File: src/rtl/fft_pkg.sv
// rtl/fft_pkg.sv - shared constants, address-mode enum and bit-reverse helper
package fft_pkg;

  localparam int LOG2N   = 5;
  localparam int N       = 1 << LOG2N;
  localparam int ADDR_W  = LOG2N + 2;
  localparam int TW_BASE = 2 * N;
  localparam int K_W     = LOG2N - 1;
  localparam int S_W     = $clog2(LOG2N);
  localparam int CNT_W   = LOG2N + 2;

  typedef enum logic [1:0] {
    MODE_INPUT   = 2'd0,
    MODE_TWIDDLE = 2'd1,
    MODE_BFLY    = 2'd2,
    MODE_OUTPUT  = 2'd3
  } addr_mode_e;

  function automatic logic [LOG2N-1:0] bitrev(input logic [LOG2N-1:0] v);
    logic [LOG2N-1:0] r;
    for (int i = 0; i < LOG2N; i++) r[i] = v[LOG2N-1-i];
    return r;
  endfunction

endpackage

File: src/rtl/fft_bfly_index.sv
// rtl/fft_bfly_index.sv - radix-2 butterfly operand indices and twiddle index from stage/butterfly
module fft_bfly_index
  import fft_pkg::*;
(
  input  logic [S_W-1:0]   i_s,
  input  logic [K_W-1:0]   i_k,
  output logic [LOG2N-1:0] o_idx_a,
  output logic [LOG2N-1:0] o_idx_b,
  output logic [K_W-1:0]   o_tw
);

  logic [LOG2N-1:0] w_k;
  logic [LOG2N-1:0] w_span;
  logic [LOG2N-1:0] w_pos;
  logic [LOG2N-1:0] w_grp;
  logic [S_W-1:0]   w_tw_sh;

  assign w_k     = LOG2N'(i_k);
  assign w_span  = LOG2N'(1) << i_s;
  assign w_pos   = w_k & (w_span - LOG2N'(1));
  assign w_grp   = w_k >> i_s;
  assign o_idx_a = (w_grp << (i_s + S_W'(1))) | w_pos;
  assign o_idx_b = o_idx_a + w_span;

  // pos < span, so the shifted twiddle index always fits in K_W bits
  assign w_tw_sh = S_W'(LOG2N - 1) - i_s;
  assign o_tw    = K_W'(w_pos << w_tw_sh);

endmodule

File: src/rtl/fft_addr_gen.sv
// rtl/fft_addr_gen.sv - SRAM word address generator for an in-place radix-2 FFT
module fft_addr_gen
  import fft_pkg::*;
(
  input  logic              clk,
  input  logic              n_rst,
  input  logic              sram_read_ena,
  input  logic              sram_write_ena,
  input  logic              shift_in_ena,
  input  logic              shift_out_ena,
  input  logic [1:0]        addr_mode,
  input  logic              k_ena,
  input  logic              k_clear,
  input  logic              iteration_ena,
  output logic [ADDR_W-1:0] sram_addr,
  output logic [2:0]        samples_loaded_count,
  output logic              samples_loaded_done,
  output logic              samples_written_done,
  output logic              samples_in_done,
  output logic              samples_out_done,
  output logic              iteration_done,
  output logic              fft_done
);

  logic [CNT_W-1:0]  r_in_cnt;
  logic [CNT_W-1:0]  r_out_cnt;
  logic [2:0]        r_rd_cnt;
  logic [2:0]        r_wr_cnt;
  logic [1:0]        r_tw_cnt;
  logic [K_W-1:0]    r_k;
  logic [S_W-1:0]    r_s;
  logic              r_iter_done;
  logic              r_fft_done;
  logic [ADDR_W-1:0] r_last_addr;

  addr_mode_e        w_mode;
  logic [LOG2N-1:0]  w_idx_a;
  logic [LOG2N-1:0]  w_idx_b;
  logic [K_W-1:0]    w_tw;
  logic              w_in_full;
  logic              w_out_full;
  logic              w_rd_full;
  logic              w_wr_full;
  logic              w_tw_full;
  logic              w_in_inc;
  logic              w_out_inc;
  logic              w_rd_inc;
  logic              w_wr_inc;
  logic              w_tw_inc;
  logic              w_svc;
  logic [1:0]        w_sel;
  logic [ADDR_W-1:0] w_addr_calc;
  logic              w_unused;

  // shift strobes are observed by the MCU only; they never move the address state
  assign w_unused = &{1'b0, shift_in_ena, shift_out_ena};

  assign w_mode = addr_mode_e'(addr_mode);

  fft_bfly_index u_bfly_index (
    .i_s     (r_s),
    .i_k     (r_k),
    .o_idx_a (w_idx_a),
    .o_idx_b (w_idx_b),
    .o_tw    (w_tw)
  );

  assign w_in_full  = (r_in_cnt == CNT_W'(2 * N));
  assign w_out_full = (r_out_cnt == CNT_W'(2 * N));
  assign w_rd_full  = (r_rd_cnt == 3'd4);
  assign w_wr_full  = (r_wr_cnt == 3'd4);
  assign w_tw_full  = (r_tw_cnt == 2'd2);

  always_comb begin
    w_in_inc    = 1'b0;
    w_out_inc   = 1'b0;
    w_rd_inc    = 1'b0;
    w_wr_inc    = 1'b0;
    w_tw_inc    = 1'b0;
    w_sel       = r_rd_cnt[1:0];
    w_addr_calc = r_last_addr;
    case (w_mode)
      MODE_INPUT: begin
        w_in_inc    = sram_write_ena && !w_in_full;
        w_addr_calc = ADDR_W'({bitrev(r_in_cnt[LOG2N:1]), r_in_cnt[0]});
      end
      MODE_TWIDDLE: begin
        w_tw_inc    = sram_read_ena && !w_tw_full;
        w_addr_calc = ADDR_W'(TW_BASE) + ADDR_W'({w_tw, r_tw_cnt[0]});
      end
      MODE_BFLY: begin
        // a simultaneous write wins the port; the read is dropped entirely
        w_wr_inc    = sram_write_ena && !w_wr_full;
        w_rd_inc    = sram_read_ena && !sram_write_ena && !w_rd_full;
        w_sel       = sram_write_ena ? r_wr_cnt[1:0] : r_rd_cnt[1:0];
        w_addr_calc = ADDR_W'({(w_sel[1] ? w_idx_b : w_idx_a), w_sel[0]});
      end
      MODE_OUTPUT: begin
        w_out_inc   = sram_read_ena && !w_out_full;
        w_addr_calc = ADDR_W'(r_out_cnt);
      end
      default: begin
        w_addr_calc = r_last_addr;
      end
    endcase
  end

  assign w_svc     = w_in_inc | w_out_inc | w_rd_inc | w_wr_inc | w_tw_inc;
  assign sram_addr = w_svc ? w_addr_calc : r_last_addr;

  always_ff @(posedge clk or negedge n_rst) begin
    if (!n_rst) begin
      r_in_cnt    <= '0;
      r_out_cnt   <= '0;
      r_rd_cnt    <= '0;
      r_wr_cnt    <= '0;
      r_tw_cnt    <= '0;
      r_k         <= '0;
      r_s         <= '0;
      r_iter_done <= 1'b0;
      r_fft_done  <= 1'b0;
      r_last_addr <= '0;
    end else begin
      r_iter_done <= 1'b0;
      if (w_svc) r_last_addr <= w_addr_calc;
      if (w_in_inc)  r_in_cnt  <= r_in_cnt + CNT_W'(1);
      if (w_out_inc) r_out_cnt <= r_out_cnt + CNT_W'(1);
      if (w_rd_inc)  r_rd_cnt  <= r_rd_cnt + 3'd1;
      if (w_wr_inc)  r_wr_cnt  <= r_wr_cnt + 3'd1;
      if (w_tw_inc)  r_tw_cnt  <= r_tw_cnt + 2'd1;

      // control strobes override any counter advance in the same cycle
      if (k_clear) begin
        r_k        <= '0;
        r_s        <= '0;
        r_rd_cnt   <= '0;
        r_wr_cnt   <= '0;
        r_tw_cnt   <= '0;
        r_in_cnt   <= '0;
        r_out_cnt  <= '0;
        r_fft_done <= 1'b0;
      end else if (iteration_ena) begin
        r_k      <= '0;
        r_rd_cnt <= '0;
        r_wr_cnt <= '0;
        r_tw_cnt <= '0;
        if (r_s == S_W'(LOG2N - 1)) r_fft_done <= 1'b1;
        else                        r_s        <= r_s + S_W'(1);
      end else if (k_ena) begin
        r_rd_cnt <= '0;
        r_wr_cnt <= '0;
        r_tw_cnt <= '0;
        if (r_k == K_W'(N / 2 - 1)) begin
          r_k         <= '0;
          r_iter_done <= 1'b1;
        end else begin
          r_k <= r_k + K_W'(1);
        end
      end
    end
  end

  assign samples_loaded_count = r_rd_cnt;
  assign samples_loaded_done  = w_rd_full;
  assign samples_written_done = w_wr_full;
  assign samples_in_done      = w_in_full;
  assign samples_out_done     = w_out_full;
  assign iteration_done       = r_iter_done;
  assign fft_done             = r_fft_done;

endmodule
File: config.mk
export PLATFORM = sky130hd
export DESIGN_NAME = fft_addr_gen
export DESIGN_NICKNAME = d
export VERILOG_FILES = /design/src/rtl/fft_pkg.sv /design/src/rtl/fft_bfly_index.sv /design/src/rtl/fft_addr_gen.sv
export SDC_FILE = /design/constraint.sdc
export NUM_CORES = 1
export LEC_CHECK = 0
export ABC_CLOCK_PERIOD_IN_PS = 3750
export CAP_MARGIN = 10
export CORE_ASPECT_RATIO = 1.2
export CORE_UTILIZATION = 42
export CTS_CLUSTER_DIAMETER = 120
export DETAILED_ROUTE_END_ITERATION = 12
export SLEW_MARGIN = 25
export SYNTH_ARGS = -nofsm -noshare
export SYNTH_HDL_FRONTEND = slang
export SYNTH_SLANG_ARGS = --single-unit
File: constraint.sdc
create_clock -name clk -period 3.75 [get_ports clk]
set_input_delay 0.75 -clock clk [delete_from_list [all_inputs] [get_ports clk]]
set_output_delay 0.75 -clock clk [all_outputs]
set_load 0.02 [all_outputs]
==> results.ini <==
[sta]
tightest_slew_ns = 0.880
fin_crit_ns = 4.13
finalHoldViolCount = 0
fmax_mhz = 242
min_period_over_period_pct = 110
whs_ns = 0.486
worst_slack_ns = -0.383
grt_setup_unrepaired = true
slew_violations = 0
fin_worst_skew_ns = 0.00660
setup_viol = 4
relSlewSlack_pct = 41.3

[synth]
syn_inst = 307
ys_seq_elements = 38
avgSynthCellArea_sq_um = 8.99
netlist_top_cells_area = dfrtp_1 34%, ha_1 9.5%, nor2_1 5.0%
yosysWarnings = 0
ys_seq_area_share_pct = 34.4
ys.flop_type = dfrtp_1
yosysMostFrequentCell = dfrtp_1
synth.distinct_cells = 56
synth_top_cell_by_area = dfrtp_1
synth_edf_count = 0
synth_top_area_share_pct = 34.4
synth_area_sq_mm = 0.00276
synth.cells.most_frequent = 38 x dfrtp_1, 37 x nor2_1, 22 x inv_1, 21 x ha_1, 21 x nand2_1
synthArstFlopShare_pct = 100
syn_nets = 340

[global_route]
overflow = 0
grt_pass1_vias = 2512
antenna_found_initial = 0
grtUsageTotal_pct = 21.0
grt_pass1_wl_um = 11600
grt_start_max_net_pins = 39

[worst_setup_path]
slowest_delay_ns = 0.41
path_depth = 14
crit_required_ns = 3.00
cp-endpoint = sram_addr[5]
worst_path_max_delay_cell = dfrtp_1
ff2ff_setup_slack_ns = 0.71
critPathArrivalTime_ns = 3.38
end_kind = output port
cp-start-kind = flip-flop
reg2reg_depth = 13
cp_top_family = compound AO/OA/AOI/OAI gates
crit_chain = clkinvlp_4 > ha_4 > buf_6 > mux2_2 > a21oi_2 > o21ai_0 > a21o_1 > ha_1 > o21a_1 > or3_1 > a31o_2 > nand3_1 > a21oi_2 > buf_2
reg2reg_to = r_last_addr[5]
path_common_cell = a21oi_2
cp_max_fo = 13
startpoint = r_s[0]
worstSetupPathType = flip-flop to output port
cp.buffers_inverters = 3
reg2reg_from = r_s[0]

[floorplanning]
rows = 32
ios = 27
die_w_um = 76.0
start_util_pct = 43.1
die_y_um = 90.8
core_area_sq_mm = 0.00641
die-area_sq_mm = 0.00690

[placement]
post-place-ws_ns = -0.564
gp_congestion = 0.825
place_area_sq_mm = 0.00347
dp.cells = 455
hpwl_um = 5080
io_buffers = 24

[clock_tree]
clockBufferDepth = 2
clock_sinks = 38
cts.htree.levels = 2
cts_hold_buf = 0
worstSkewPairLatency_ns = 0.29
path_clk_slew_ns = 0.08
root_buffer = clkbuf_8
cts_tree = yes
cts_inserted_buffers = 5

[worst_hold_path]
min_path_type = flip-flop to flip-flop

[layout]
layout.nets = 411
drive_gt1_share_pct = 25.9
fin_cells = 464
synthToLayoutAreaGrowth_pct = 31.4
fin_area_sq_mm = 0.00363
diodes = 0

[routing]
vias = 2430
wire_per_inst_um = 14.5
ant_nets = 0
vias_per_cell = 5.24
drt_iter0_drc = 74
route.detailed.drc = 0
first_pass_iters = 4
drt-total-wl_um = 6720

[power_and_ir_drop]
power_w = 0.00107
vdd_drop_max_v = 0.000242
powerDensity_mw_per_mm2 = 294
leakagePower_nw = 1.68

[run]
max_cap_viol_count = 0

[run_status]
status = finished, violations left
failed_checks = setup timing

[cell families after synthesis]
family	count (synthesis)	share of synthesized area, %
AO/OA/AOI/OAI	61	16.2
XOR/XNOR	20	6.34
adder cells (fa/ha/maj)	22	10.2
buffers and inverters	36	5.44
flip-flops	38	34.4
multiplexers	14	5.66
AND/OR/NAND/NOR	116	21.7
[how the worst min path moves through the flow]
stage                    from              to  slack [ns]  cells after the start
2_1_floorplan           n_rst        fft_done        0.45                      0
5_1_grt        r_last_addr[0]  r_last_addr[0]        0.50                      1
3_3_place_gp   r_last_addr[3]  r_last_addr[3]        0.47                      2
3_5_place_dp   r_last_addr[2]  r_last_addr[2]        0.47                      2
4_1_cts        r_last_addr[2]  r_last_addr[2]        0.49                      2
6_report       r_last_addr[0]  r_last_addr[0]        0.49                      1
[power by group]
part | internal, W | switching (W)
Clock | 0.000148 | 0.000156
Combinational | 0.000156 | 0.000171
Sequential | 0.000426 | 0.0000102
[cell type report]
type                       instances  area (sq um)
multi-input combinational        233          1740
sequential                        38           951
fill                             599          2780
tap                               85           106
inverter                          22          86.3
timing repair buffer              78           644
clock inverter                     2          12.5
clock buffer                       6          82.6
[layout by cell type (no fill, tap or decap), types with 3 or more instances in the layout]
master / count
a21o_1: 3
nand2b_1: 4
or3_1: 5
and3_1: 5
nand2_1: 21
dfrtp_1: 38
nand4_1: 5
clkbuf_8: 6
nor2_1: 36
clkdlybuf4s50_1: 16
buf_4: 54
nor3_1: 6
o21ai_0: 13
xor2_1: 8
nor2b_1: 11
xnor2_1: 12
a21oi_2: 4
and2_1: 3
ha_1: 18
inv_1: 20
mux2i_1: 10
nand3_1: 7
a21oi_1: 13
[state kept, by name, summed over array words and instances, names as in the netlist]
signal and count:
r_in_cnt 7, r_last_addr 7, r_out_cnt 7, r_k 4, r_s 3, r_wr_cnt 3, samples_loaded_count 3, r_tw_cnt 2
fft_done 1, iteration_done 1
[routing by layer]
metal | track usage (%) | vias to the layer above | part of all wire, %
li1 | - | 1217 | -
met1 | 25.4 | 1175 | 44
met2 | 37.9 | 28 | 51
met3 | 3.13 | 10 | 2.2
met4 | 6.73 | 0 | 1.9
met5 | 0 | - | 0
[stage by stage]
stage / TNS [ns] / utilization, %
final: -0.930 / 56.6
after global routing: -1.56 / 56.6
after CTS: -0.998 / 56.3
after detailed placement: -2.03 / 54.2
after global placement: -1.91 / 54.2
after floorplan: -0.102 / -
[what timing repair did]
action	in CTS	in global routing
pin swaps	9	6
gates resized for setup	32	9
setup buffers	1	0
endpoints found under the setup margin	6	6
gates cloned	0	0
No activity file was read; power rests on OpenSTA's default activity.
